===== src/rtl/sprite_blitter.sv =====
// Sprite blitter: walks one rectangular sprite out of a registered ROM and feeds
// one pixel per controller write slot. Optional horizontal mirror: BLIT_FLIP_EN.
module sprite_blitter #(
    parameter int          ROM_AW      = 14,
    parameter logic [15:0] TRANSPARENT = 16'hF81F,
    parameter logic [8:0]  DUMMY_Y     = 9'd511
) (
    input  logic              sram_clk,
    input  logic              reset,
    input  logic              slot,
    input  logic              frame_start,
    input  logic              cmd_valid,
    output logic              cmd_ready,
    input  logic [9:0]        cmd_x,
    input  logic [8:0]        cmd_y,
    input  logic [5:0]        cmd_w,
    input  logic [5:0]        cmd_h,
    input  logic [ROM_AW-1:0] cmd_base,
    input  logic              cmd_flip,
    output logic [ROM_AW-1:0] rom_addr,
    input  logic [15:0]       rom_data,
    output logic [9:0]        program_x,
    output logic [8:0]        program_y,
    output logic [15:0]       program_data,
    output logic              busy,
    output logic              overrun
);

    // state | meaning
    // IDLE  | waiting for a command; slots write the dummy pixel
    // PRIME | one cycle while the ROM registers pixel (0,0)
    // DRAW  | one pixel per slot until (w,h) is consumed
    typedef enum logic [1:0] {IDLE, PRIME, DRAW} state_t;

    state_t            state_q;
    logic [9:0]        x_q;
    logic [8:0]        y_q;
    logic [5:0]        w_q;
    logic [5:0]        h_q;
    logic [5:0]        col_q;
    logic [5:0]        row_q;
    logic [ROM_AW-1:0] row_base_q;
    logic [9:0]        px_q;
    logic [8:0]        py_q;
    logic [15:0]       pd_q;
    logic              overrun_q;

    logic [10:0]       sx;
    logic [9:0]        sy;
    logic              pix_ok;
    logic              last_pix;
    logic [5:0]        col_rd;

`ifdef BLIT_FLIP_EN
    logic              flip_q;

    always_ff @(posedge sram_clk) begin
        if (reset) begin
            flip_q <= 1'b0;
        end else if (state_q == IDLE && cmd_valid) begin
            flip_q <= cmd_flip;
        end
    end

    assign col_rd = flip_q ? (w_q - col_q) : col_q;
`else
    logic              unused_flip;

    assign unused_flip = cmd_flip;
    assign col_rd      = col_q;
`endif

    assign rom_addr = row_base_q + {{(ROM_AW-6){1'b0}}, col_rd};

    assign sx       = {1'b0, x_q} + {5'b0, col_q};
    assign sy       = {1'b0, y_q} + {4'b0, row_q};
    assign pix_ok   = (rom_data != TRANSPARENT) && (sx < 11'd640) && (sy < 10'd480);
    assign last_pix = (col_q == w_q) && (row_q == h_q);

    always_ff @(posedge sram_clk) begin
        if (reset) begin
            state_q    <= IDLE;
            x_q        <= '0;
            y_q        <= '0;
            w_q        <= '0;
            h_q        <= '0;
            col_q      <= '0;
            row_q      <= '0;
            row_base_q <= '0;
            px_q       <= '0;
            py_q       <= DUMMY_Y;
            pd_q       <= '0;
            overrun_q  <= 1'b0;
        end else begin
            overrun_q <= 1'b0;
            case (state_q)
                IDLE: begin
                    if (slot) begin
                        px_q <= '0;
                        py_q <= DUMMY_Y;
                        pd_q <= '0;
                    end
                    if (cmd_valid) begin
                        x_q        <= cmd_x;
                        y_q        <= cmd_y;
                        w_q        <= cmd_w;
                        h_q        <= cmd_h;
                        col_q      <= '0;
                        row_q      <= '0;
                        row_base_q <= cmd_base;
                        state_q    <= PRIME;
                    end
                end
                PRIME, DRAW: begin
                    if (frame_start) begin
                        // Abort wins over any coincident slot.
                        state_q   <= IDLE;
                        overrun_q <= 1'b1;
                        col_q     <= '0;
                        row_q     <= '0;
                        px_q      <= '0;
                        py_q      <= DUMMY_Y;
                        pd_q      <= '0;
                    end else if (state_q == PRIME) begin
                        if (slot) begin
                            px_q <= '0;
                            py_q <= DUMMY_Y;
                            pd_q <= '0;
                        end
                        state_q <= DRAW;
                    end else if (slot) begin
                        if (pix_ok) begin
                            px_q <= sx[9:0];
                            py_q <= sy[8:0];
                            pd_q <= rom_data;
                        end else begin
                            px_q <= '0;
                            py_q <= DUMMY_Y;
                            pd_q <= '0;
                        end
                        if (col_q < w_q) begin
                            col_q <= col_q + 6'd1;
                        end else begin
                            col_q      <= '0;
                            row_q      <= row_q + 6'd1;
                            row_base_q <= row_base_q + {{(ROM_AW-6){1'b0}}, w_q} + 1'b1;
                        end
                        if (last_pix) begin
                            state_q <= IDLE;
                        end
                    end
                end
                default: state_q <= IDLE;
            endcase
        end
    end

    assign cmd_ready    = (state_q == IDLE);
    assign busy         = (state_q != IDLE);
    assign overrun      = overrun_q;
    assign program_x    = px_q;
    assign program_y    = py_q;
    assign program_data = pd_q;

endmodule


===== config.mk =====
export PLATFORM = sky130hd
export DESIGN_NAME = sprite_blitter
export DESIGN_NICKNAME = d
export VERILOG_FILES = /design/src/rtl/sprite_blitter.sv
export SDC_FILE = /design/constraint.sdc
export NUM_CORES = 1
export LEC_CHECK = 0
export BUFFER_PORTS_ARGS = -buffer_cell sky130_fd_sc_hd__buf_4
export CAP_MARGIN = 10
export CORE_MARGIN = 1.5
export CORE_UTILIZATION = 56
export DETAILED_ROUTE_END_ITERATION = 8
export PLACE_DENSITY = 0.79
export SLEW_MARGIN = 20
export SYNTH_ARGS = -nofsm -noshare
export SYNTH_HDL_FRONTEND = slang
export SYNTH_SLANG_ARGS = --single-unit

===== constraint.sdc =====
create_clock -name sram_clk -period 3 [get_ports sram_clk]
set_clock_uncertainty 0.2 [all_clocks]
set_input_delay 0.3 -clock sram_clk [delete_from_list [all_inputs] [get_ports sram_clk]]
set_output_delay 0.3 -clock sram_clk [all_outputs]
set_load 0.05 [all_outputs]

=== After elaboration in Yosys (flattened, before gate mapping) ===
Index checks and enable logic that the tools add are counted.

* Flip-flop bits (word level): 95

* Bitwise logic cells: 1
* Muxes and demuxes: 42
* Reductions and logical operators: 14
* Add/subtract/negate cells: 7
* Equal/unequal tests: 15
* Magnitude comparators: 3

{| class="wikitable"
|+ Operators by type and width
! cell !! count
|-
| 16-bit two-way mux || 5
|-
| 14-bit two-way mux || 5
|-
| 6-bit two-way mux || 9
|-
| 10-bit two-way mux || 5
|-
| 9-bit two-way mux || 5
|-
| 16-bit one-hot mux with 2 select lines || 1
|-
| 14-bit by 6-bit adder with 14-bit output || 2
|-
| 14-bit one-hot mux with 2 select lines || 1
|-
| 6-bit one-hot mux with 2 select lines || 2
|-
| 10-bit one-hot mux with 2 select lines || 1
|-
| 9-bit one-hot mux with 2 select lines || 1
|-
| 16-bit inequality test, second input constant || 1
|-
| 14-bit by 1-bit adder with 14-bit output, second input constant || 1
|-
| 6-bit by 1-bit adder with 6-bit output, second input constant || 2
|-
| 6-bit equality test || 2
|-
| 10-bit by 6-bit adder with 11-bit output || 1
|-
| 11-bit by 10-bit < comparator with 1-bit output, second input constant || 1
|-
| 9-bit by 6-bit adder with 10-bit output || 1
|-
| 10-bit by 9-bit < comparator with 1-bit output, second input constant || 1
|-
| 2-bit two-way mux || 5
|-
| 2-bit inequality test, second input constant || 5
|-
| 3-bit inequality test, second input constant || 3
|-
| 4-bit inequality test, second input constant || 2
|-
| 6-bit < comparator || 1
|-
| 14 further kinds || 19
|}

=== Depth between registers and ports, before layout ===
Gate-level depths: netlist of the first run.

* Word-level depth: 9
* Depth in mapped cells: 11

=== Least setup slack after synthesis of the first run ===
OpenSTA, ideal clock, no wires.

* Path kind: reg-to-output
* From: register col_q[0]
* To: output rom_addr[10]
* Slack: 0.011 ns
* Stages on the path, launching flop included: 10
* Arrival time: 2.489 ns
* Data required time: 2.500 ns
* Cell sequence: dfxtp_1 > ha_1 > inv_1 > fa_1 > nor2b_1 > o21ai_0 > a21oi_1 > o21ai_0 > a21oi_1 > xor2_1

* Longest elaborated chain between the ends: 1

{| class="wikitable"
|+ RTL lines
! item !! RTL line !! source
|-
| start, declared || 40 || <nowiki>logic [5:0] col_q;</nowiki>
|-
| start signal, assigned || 142 || <nowiki>col_q <= col_q + 6'd1;</nowiki>
|-
| 14-bit by 6-bit adder with 14-bit output || 73 || <nowiki>assign rom_addr = row_base_q + {{(ROM_AW-6){1'b0}}, col_rd};</nowiki>
|-
| end, declared || 20 || <nowiki>output logic [ROM_AW-1:0] rom_addr,</nowiki>
|}

Every way passes these cells.

=== Worst setup path in the final report of the first run ===
Ends and elaborated chain as after synthesis.

==> results.ini, run 1 <==
[final_layout]
synthToLayoutAreaGrowth_pct = 27.4
nNetsFinal = 998
antenna_cells = 0
drive_gt1_frac = 0.198

[timing]
drv_slew = 0
fmax_mhz = 344
slew_headroom = 0.534
finalHoldViolCount = 0
tightestPinTransition_ns = 0.693
setup_violations = 0
worst_slack_ns = 0.0962
fin_crit_ns = 2.90
period_share = 0.968

[floorplan]
std_cell_rows = 37
die-area_sq_um = 11200
die_w_um = 106
die_h_um = 106
initial_utilization = 0.575
pin_count = 119
core_area_sq_um = 10300

[synth]
ys_ff_latch = 95
synthSimpleGateAreaFrac = 0.192
ys_async_sr_fraction = 0
synth_edf_count = 0
syn_area_per_cell_sq_um = 7.93
synthMuxAreaShare = 0.00508
syn-cell-area_sq_um = 5910
synth_xor_xnor_area_share = 0.0578
synthTopCellsByArea = dfxtp_1, a21oi_1, ha_1, nand2_1, o21ai_0
synth_cell_type_count = 65
synthCells = 746
synth_area_leader_cell = dfxtp_1
synth_top_family_by_area = compound AO/OA/AOI/OAI gates
synthAdderAreaFrac = 0.0897
synthFlopType = dfxtp_1
yosys_warnings = 0
synth_compound_area_frac = 0.275
yosysSeqAreaShare = 0.322
synth.net_count = 853
synth_top_cell_area_share = 0.322

[pwr]
combPwrFrac = 0.364
power_frac_clock = 0.216
seqPwrFrac = 0.420
power_uw = 3480
leakagePower_uw = 0.00324
power.net_switching_uw = 1340
p_per_area_nw_per_um2 = 462
peakVddDrop_uv = 259
p_int_uw = 2140
p_sw_frac = 0.385

[worst_hold_path]
hold_class = primary input to flip-flop

[clocking]
clk_pin_slew_ns = 0.09
clkLatencyLatePin_ns = 0.37
cts-root-buf = clkbuf_8
cts_buffers = 9
cts_tree = yes
htree_levels = 3
cts.path.max_buffers = 2
cts.sinks = 95

[routing]
num_vias = 6060
wl_per_cell_um = 16.0
postRouteAntennaNets = 0
drt_iter0_markers = 404
post-route-drc-count = 0
postRouteWirelength_um = 16500
drt_pass1_iterations = 5
routed_via_density = 5.87

[worst_setup_path]
cpMostUsedCell = a21oi_2
crit_slowest_cell = fa_2
path_cells = ha_2 -> inv_1 -> fa_2 -> nor2b_2 -> o21ai_2 -> a21oi_2 -> o21ai_4 -> a21oi_2 -> xor2_1 -> buf_4
arrival_ns = 2.40
critical_path_required_ns = 2.50
setup.worst_path.class = flip-flop to output pin
max_stage_delay_ns = 0.36
end_kind = output pin
path_max_fanout = 4
cp-start-kind = flip-flop

[grt]
gr-total-overflow = 0
grt_pass1_vias = 5564
track_usage = 0.289
antenna_found_initial = 0
grt_pass1_wl_um = 26300
grt_start_max_net_pins = 54

[placement]
dpl_worst_slack_ns = 0.0810
port_buffers = 117
hpwl_um = 11600
place_congestion = 0.886

[status]
status = finished, final reports clean

[flow_run]
cap_violations = 0

[per-layer routing]
metal,share of wire,GRT usage
met5,0,0
met4,0.019,0.0994
met3,0.059,0.0322
met2,0.49,0.496
met1,0.43,0.376
[registers in the layout, summed over array words and instances, names as in the netlist, 9 cells and up]
name,cells
program_data,16
program_y,9
program_x,10
x_q,10
y_q,9
row_base_q,14
[final timing paths]
path / start / endpoint / slack, ns / cells after the start
setup / recovery: col_q[0] / rom_addr[10] / 0.1 / 10
hold / removal: cmd_h[1] / h_q[1] / 0.0007 / 3
setup reg to reg: row_q[0] / program_data[7] / 0.14 / 10
hold reg to reg: y_q[0] / y_q[0] / 0.26 / 2
[repair_timing]
action                                  4_1_cts  5_1_grt
hold buffers                                 43        0
endpoints found under the hold margin        43        0
gates resized for setup                      10       10
pin swaps                                     4        4
setup buffers                                 1        2
endpoints found under the setup margin        7       25
[Yosys cell counts, types with 2 or more instances]
library cell,number
nor3_1,9
a311oi_1,2
nand4_1,8
nor3b_1,2
a211o_1,2
a211oi_1,10
and4b_1,2
a32o_1,2
a21o_1,10
o2111ai_1,3
and3_1,31
a31o_1,13
nor4_1,6
o211ai_1,9
nand2_1,86
buf_2,7
nor2b_1,11
mux2i_1,3
nor4bb_1,3
a31o_2,8
o21a_1,9
xnor2_1,17
a31oi_1,7
and4_1,2
fa_1,4
xor2_1,22
inv_1,37
nand3_1,15
buf_6,3
o31ai_1,3
buf_1,7
dfxtp_1,95
nor2_1,42
o31a_1,3
o22a_1,3
o21ai_1,5
a21oi_1,93
a211oi_2,2
o221ai_1,2
ha_1,36
o21bai_1,4
nand2b_1,8
o21ai_0,53
clkbuf_1,26
[layout make-up]
class                      count  area (sq um)
multi-input combinational    569          3700
fill                         783          2750
sequential                    95          1910
timing repair buffer         178          1450
tap                          136           170
inverter                      38           143
clock buffer                  13           139
clock inverter                 3          20.0
[power by group through the flow]
stage	combinational, uW	clock (uW)	sequential (uW)
finish	1270	752	1460
global route	1370	803	1470
CTS	1240	758	1460
detailed placement	1180	0	1490
global placement	1150	0	1480
floorplan	788	0	1530
[stage by stage]
stage | util | hold slack (ns) | cell area, sq um | std cells | setup TNS, ns
2_1_floorplan | - | 0.234 | 5910 | 746 | 0
3_3_place_gp | 0.668 | 0.252 | 6870 | 970 | 0
3_5_place_dp | 0.668 | 0.253 | 6870 | 970 | 0
4_1_cts | 0.729 | 0.000571 | 7490 | 1030 | 0
5_1_grt | 0.733 | 0.0138 | 7530 | 1032 | -0.00962
6_report | 0.733 | 0.000732 | 7530 | 1032 | 0
[critical path: cells and delay by family, from the launching register on]
| family | cells | cell delay [ns] |
|---|---|---|
| AOI/OAI and AO/OA | 4 | 0.57 |
| xor gates and xnor gates | 1 | 0.17 |
| adders and majority gates | 2 | 0.54 |
| buffers and inverters | 2 | 0.27 |
| DFF | 1 | 0.35 |
| and+or+nand+nor | 1 | 0.13 |
[cell usage in the layout, fill, tap and decap left out, types with 4 or more instances in the layout]
cell / synthesis / final
dfxtp_1: 95 / 91
clkbuf_1: 26 / 4
xnor2_1: 17 / 17
buf_4: 0 / 134
a31o_2: 8 / 8
o21bai_1: 4 / 4
a21oi_1: 93 / 89
inv_1: 37 / 37
nand2_1: 86 / 86
a211oi_1: 10 / 10
nor3_1: 9 / 9
a31oi_1: 7 / 7
dlygate4sd3_1: 0 / 43
o211ai_1: 9 / 9
nor2b_1: 11 / 10
xor2_1: 22 / 22
nand2b_1: 8 / 8
a21o_1: 10 / 10
nor4_1: 6 / 6
clkbuf_8: 0 / 9
a21oi_2: 0 / 4
o21a_1: 9 / 9
o21ai_0: 53 / 50
ha_1: 36 / 35
nand3_1: 15 / 15
nand4_1: 8 / 8
nor2_1: 42 / 42
a31o_1: 13 / 13
and3_1: 31 / 31
o21ai_1: 5 / 5
[logic make-up (layout without fill, tap and decap cells)]
family,Yosys count,after routing
mux,3,3
compound gates,255,255
buf+inv,82,232
xor+xnor,39,39
simple gates,232,232
flops,95,95
fa+ha+maj,40,40
Note: power is estimated with default switching activity, not from simulation.
==> run 2, diff against run 1 <==
Settings changed: CORE_UTILIZATION 56 to 57, CTS_BUF_LIST set to sky130_fd_sc_hd__clkbuf_8, PLACE_DENSITY 0.79 to 0.8.
==> results.ini, run 2 (same netlist as run 1, synthesis figures left out) <==
[status]
status = finished, final reports clean

[floorplan]
pin_count = 119  ; unchanged
die-area_sq_um = 11000  ; -1.7%
die_w_um = 105  ; -0.86%
die_h_um = 105  ; -0.86%
std_cell_rows = 37  ; unchanged
core_area_sq_um = 10200  ; -0.90%
initial_utilization = 0.581  ; +0.00523

[timing]
fmax_mhz = 338  ; -1.8%
tightestPinTransition_ns = 0.739  ; +0.0453 ns
worst_slack_ns = 0.0436  ; -0.0526 ns
slew_headroom = 0.508  ; -0.0266
drv_slew = 0  ; unchanged
rsz0062_at_grt = yes
finalHoldViolCount = 0  ; unchanged
setup_violations = 0  ; unchanged
period_share = 0.985  ; +0.0175
finalSetupTns_ns = 0  ; unchanged
fin_crit_ns = 2.96  ; +0.0526 ns

[worst_setup_path]
critical_path_required_ns = 2.50  ; about the same
path_max_fanout = 4  ; unchanged
end_kind = output pin
setup.worst_path.class = flip-flop to output pin
cp-start-kind = flip-flop
path_cells = ha_4 -> inv_2 -> fa_2 -> nor2b_2 -> o21ai_2 -> a21oi_2 -> o21ai_4 -> a21oi_2 -> xor2_1 -> buf_4
max_stage_delay_ns = 0.36  ; about the same
arrival_ns = 2.46  ; +0.06 ns
crit_slowest_cell = dfxtp_2
cpMostUsedCell = a21oi_2

[grt]
gr-usage-met3 = 0.0418  ; +0.00964
antenna_found_initial = 0  ; unchanged
use_met1 = 0.386  ; +0.0102
grt_start_max_net_pins = 40  ; -26%
gr-total-overflow = 0  ; unchanged
grt_pass1_vias = 5955  ; +7.0%
grt_pass1_wl_um = 27800  ; +5.6%
grt_busiest_layer = met2
met2_usage = 0.551  ; +0.0555
track_usage = 0.313  ; +0.0235

[pwr]
p_per_area_nw_per_um2 = 473  ; +2.3%
leakagePower_uw = 0.00329  ; +1.6%
seqPwrFrac = 0.407  ; -0.013
p_int_uw = 2240  ; +4.8%
power_frac_clock = 0.238  ; +0.022
power.net_switching_uw = 1360  ; +1.2%
combPwrFrac = 0.356  ; -0.008
peakVddDrop_uv = 326  ; +26%
p_sw_frac = 0.377  ; -0.00827

[routing]
routed_via_density = 5.94  ; +1.2%
postRouteWirelength_um = 17100  ; +4.1%
postRouteAntennaNets = 0  ; unchanged
wl_per_cell_um = 16.6  ; +3.7%
drt_iter0_markers = 373  ; -7.7%
post-route-drc-count = 0  ; unchanged
drt_pass1_iterations = 6  ; +1
num_vias = 6156  ; +1.6%

[clocking]
clk_pin_slew_ns = 0.08  ; about the same
cts-root-buf = clkbuf_8
cts.sinks = 95  ; unchanged
clkLatencyLatePin_ns = 0.38  ; about the same
cts_tree = yes
htree_levels = 3  ; unchanged
cts_buffers = 9  ; unchanged
cts.path.max_buffers = 2  ; unchanged

[final_layout]
num-fill-cells = 778  ; -0.64%
antenna_cells = 0  ; unchanged
regArea_sq_um = 1910  ; about the same
synthToLayoutAreaGrowth_pct = 28.8
final_common_cell = buf_4
layout_common_cells = buf_4, dfxtp_1, a21oi_1
nNetsFinal = 1002  ; +0.40%
largest_reg_flops = 16  ; unchanged
drive_gt1_frac = 0.198  ; +0.000233
multiInputGateArea_sq_um = 3710  ; +0.17%

[placement]
place_congestion = 0.838  ; -5.4%
hpwl_um = 12100  ; +4.2%
port_buffers = 117  ; unchanged
dpl_worst_slack_ns = 0.126  ; +0.0446 ns

[flow_run]
cap_violations = 0  ; unchanged

[worst_hold_path]
hold_class = primary input to flip-flop

## run 2: changes by cell type in the layout (fill, tap and decap cells not counted), sizes merged
cell / previous run / this run
buf: 135 / 136
bufinv: 0 / 1
clkbuf: 13 / 10
clkinvlp: 2 / 1
dlygate4sd3: 43 / 46
inv: 38 / 41
## run 2: final cells by class
type	count	area share
repair buffers	182	0.196
inverters	38	0.0187
clock buffers	10	0.0181
flip-flops and latches	95	0.251
clock inverters	6	0.00706
multi-input cells	569	0.487
well taps	136	0.0223
## run 2: critical path, delay by kind of cell (launching register included)
family	cells	cell delay (ns)
AND/OR/NAND/NOR	1	0.14
flip-flops	1	0.36
adder cells (fa/ha/maj)	2	0.50
AO/OA/AOI/OAI	4	0.61
XOR/XNOR	1	0.20
buffers and inverters	2	0.26
## run 2: power by group through the flow
stage / combinational [uW] / clock [uW] / sequential (uW)
after floorplan: 788 / 0 / 1530
after global placement: 1160 / 0 / 1480
after detailed placement: 1200 / 0 / 1490
after CTS: 1260 / 871 / 1460
after global routing: 1380 / 917 / 1480
final: 1280 / 856 / 1460
## run 2: timing repair
action | in CTS | in global routing
pin swaps | 5 | 7
setup buffers | 2 | 2
setup endpoints to repair | 6 | 4
hold buffers | 46 | 0
hold endpoints to repair | 46 | 0
gates resized for setup | 10 | 9
## run 2: worst paths after layout
check,start,to,slack (ns),depth (start not counted)
min reg2reg,y_q[5],y_q[5],0.27,2
min,cmd_base[2],row_base_q[2],0.04,3
max reg2reg,col_q[0],program_data[5],0.17,11
max,row_base_q[0],rom_addr[8],0.04,10
## run 2: metrics by stage
stage | power (uW) | std cells | hold WS (ns) | cell area [sq um] | util
detailed placement | 2690 | 970 | 0.256 | 6880 | 0.676
global route | 3780 | 1036 | 0.0611 | 7620 | 0.748
CTS | 3590 | 1034 | 0.0198 | 7570 | 0.743
global placement | 2650 | 970 | 0.253 | 6880 | 0.676
finish | 3600 | 1036 | 0.0354 | 7620 | 0.748
floorplan | 2310 | 746 | 0.234 | 5910 | -
## run 2: metal layers
layer  wire, um  vias to the layer above
met1       7300                     2940
met4        399                        0
met2       8580                      199
met3        872                       33
li1           -                     2984
met5          0                        -
==> run 3, diff against run 2 <==
Settings changed: CELL_PAD_IN_SITES_DETAIL_PLACEMENT set to 1, CELL_PAD_IN_SITES_GLOBAL_PLACEMENT set to 1, CORE_UTILIZATION 57 to 42, PLACE_DENSITY 0.8 to unset, PLACE_DENSITY_LB_ADDON set to 0.1.
==> results.ini, run 3 (same netlist as run 1, synthesis figures left out) <==
[worst_setup_path]
setup.worst_path.class = flip-flop to output pin
arrival_ns = 2.51  ; +0.05 ns
cp-start-kind = flip-flop
end_kind = output pin
path_max_fanout = 4  ; unchanged
critical_path_required_ns = 2.50  ; about the same
crit_start = row_base_q[0]
r2r_start = y_q[0]

[final_layout]
largest_reg_flops = 16  ; unchanged
multiInputGateArea_sq_um = 3720  ; +0.17%
fin_cells = 1082  ; +4.4%
antenna_cells = 0  ; unchanged
nNetsFinal = 1005  ; +0.30%
finalInstanceArea_sq_um = 7710  ; +1.3%
layout_common_cells = buf_4, dfxtp_1, a21oi_1
drive_gt1_frac = 0.204  ; +0.00621
synthToLayoutAreaGrowth_pct = 30.4
final_common_cell = buf_4
num-fill-cells = 1665  ; +110%
regArea_sq_um = 1910  ; +0.13%

[clocking]
htree_levels = 3  ; unchanged
cts.sinks = 95  ; unchanged
cts_buffers = 9  ; unchanged
clkLatencyLatePin_ns = 0.39  ; about the same
clk_pin_slew_ns = 0.09  ; about the same
cts-root-buf = clkbuf_8
cts.path.max_buffers = 2  ; unchanged
cts_tree = yes

[placement]
dp_cells = 1015  ; +4.6%
port_buffers = 117  ; unchanged
place_congestion = 0.890  ; +6.2%
hpwl_um = 14000  ; +16%
post_dp_cell_area_sq_um = 6940  ; +0.91%
dpl_worst_slack_ns = 0.138  ; +0.0122 ns

[pwr]
p_per_area_nw_per_um2 = 476  ; +0.60%
power_uw = 3670  ; +1.9%
peakVddDrop_uv = 277  ; -15%
leakagePower_uw = 0.00331  ; +0.53%

[grt]
gr-total-overflow = 0  ; unchanged
antenna_found_initial = 0  ; unchanged
track_usage = 0.275  ; -0.0379
grt_pass1_wl_um = 32400  ; +16%
grt_pass1_vias = 6570  ; +10%
grt_start_max_net_pins = 50  ; +25%

[status]
violations = negative setup slack
status = finished, violations left

[timing]
finalHoldViolCount = 0  ; unchanged
worst_slack_ns = -0.00728  ; -0.0509 ns
slew_headroom = 0.475  ; -0.0328
fin_crit_ns = 3.01  ; +0.0509 ns
rsz0062_at_grt = yes
period_share = 1.00  ; +0.0170
tightestPinTransition_ns = 0.788  ; +0.0493 ns
setup_violations = 1  ; +1
fin_hold_ws_ns = 0.0372  ; +0.00186 ns
fmax_mhz = 333  ; -1.7%
drv_slew = 0  ; unchanged

[routing]
post-route-drc-count = 0  ; unchanged
wl_per_cell_um = 18.6  ; +12%
drt_iter0_markers = 467  ; +25%
routed_via_density = 5.73  ; -3.6%
drt_pass1_iterations = 4  ; -2
postRouteAntennaNets = 0  ; unchanged
num_vias = 6197  ; +0.67%
postRouteWirelength_um = 20100  ; +17%

[flow_run]
cap_violations = 0  ; unchanged

[floorplan]
core_area_sq_um = 13800  ; +36%
die_w_um = 122  ; +16%
std_cell_rows = 43  ; +16%
die-area_sq_um = 14800  ; +35%
initial_utilization = 0.428  ; -0.153
pin_count = 119  ; unchanged
die_h_um = 122  ; +16%

[worst_hold_path]
hold_class = primary input to flip-flop
hp-start = cmd_base[2]

## run 3: cell count changes in the layout (fill, tap and decap cells not counted)
cell | before | now
nor2_2 | 0 | 1
o21ai_2 | 2 | 3
dfxtp_4 | 1 | 2
inv_1 | 39 | 37
buf_6 | 0 | 1
o21ai_1 | 6 | 5
nor2_1 | 42 | 41
buf_4 | 135 | 137
clkbuf_8 | 10 | 11
dfxtp_2 | 2 | 1
## run 3: worst paths after layout
| path | end | slack, ns | cells past startpoint |
|---|---|---|---|
| max | rom_addr[12] | -0.007 | 10 |
| min | row_base_q[2] | 0.04 | 3 |
| max reg2reg | program_data[0] | 0.13 | 10 |
| min reg2reg | y_q[4] | 0.27 | 2 |
## run 3: cell type report
| class | count | share of cell area |
|---|---|---|
| Inverter | 38 | 0.0185 |
| Multi-Input combinational cell | 569 | 0.482 |
| Timing Repair Buffer | 185 | 0.197 |
| Sequential cell | 95 | 0.248 |
| Tap cell | 180 | 0.0292 |
| Clock inverter | 4 | 0.00600 |
| Clock buffer | 11 | 0.0196 |
## run 3: routing by layer
| metal | share of wire | global-route usage | wire length [um] | vias to the layer above |
|---|---|---|---|---|
| li1 | - | - | - | 2978 |
| met1 | 0.43 | 0.332 | 8720 | 3060 |
| met2 | 0.51 | 0.494 | 10200 | 123 |
| met3 | 0.037 | 0.0501 | 737 | 36 |
| met4 | 0.021 | 0.0838 | 431 | 0 |
| met5 | 0 | 0 | 0 | - |
## run 3: worst max-delay path, stage by stage (launching register included)
cell and delay, ns:
dfxtp_4 0.38, ha_4 0.14, inv_2 0.04, fa_2 0.36, nor2b_2 0.14, o21ai_2 0.09, a21oi_2 0.25, o21ai_4 0.13
a21oi_1 0.20, xor2_1 0.16, buf_4 0.21
## run 3: stage by stage
stage / util / TNS, ns
after floorplan: - / 0
after global placement: 0.502 / 0
after detailed placement: 0.502 / 0
after CTS: 0.555 / 0
after global routing: 0.558 / -0.274
final: 0.558 / -0.00728
## run 3: what timing repair did
item                                   4_1_cts  5_1_grt
endpoints found under the hold margin       46        0
gates resized for setup                     14        9
pin swaps                                    2        7
setup endpoints to repair                    8        8
buffers inserted                             5        2
hold buffers                                46        0
## run 3: where the power goes
part           internal, uW  switching [uW]
sequential             1360             110
combinational           485             829
clock                   422             460
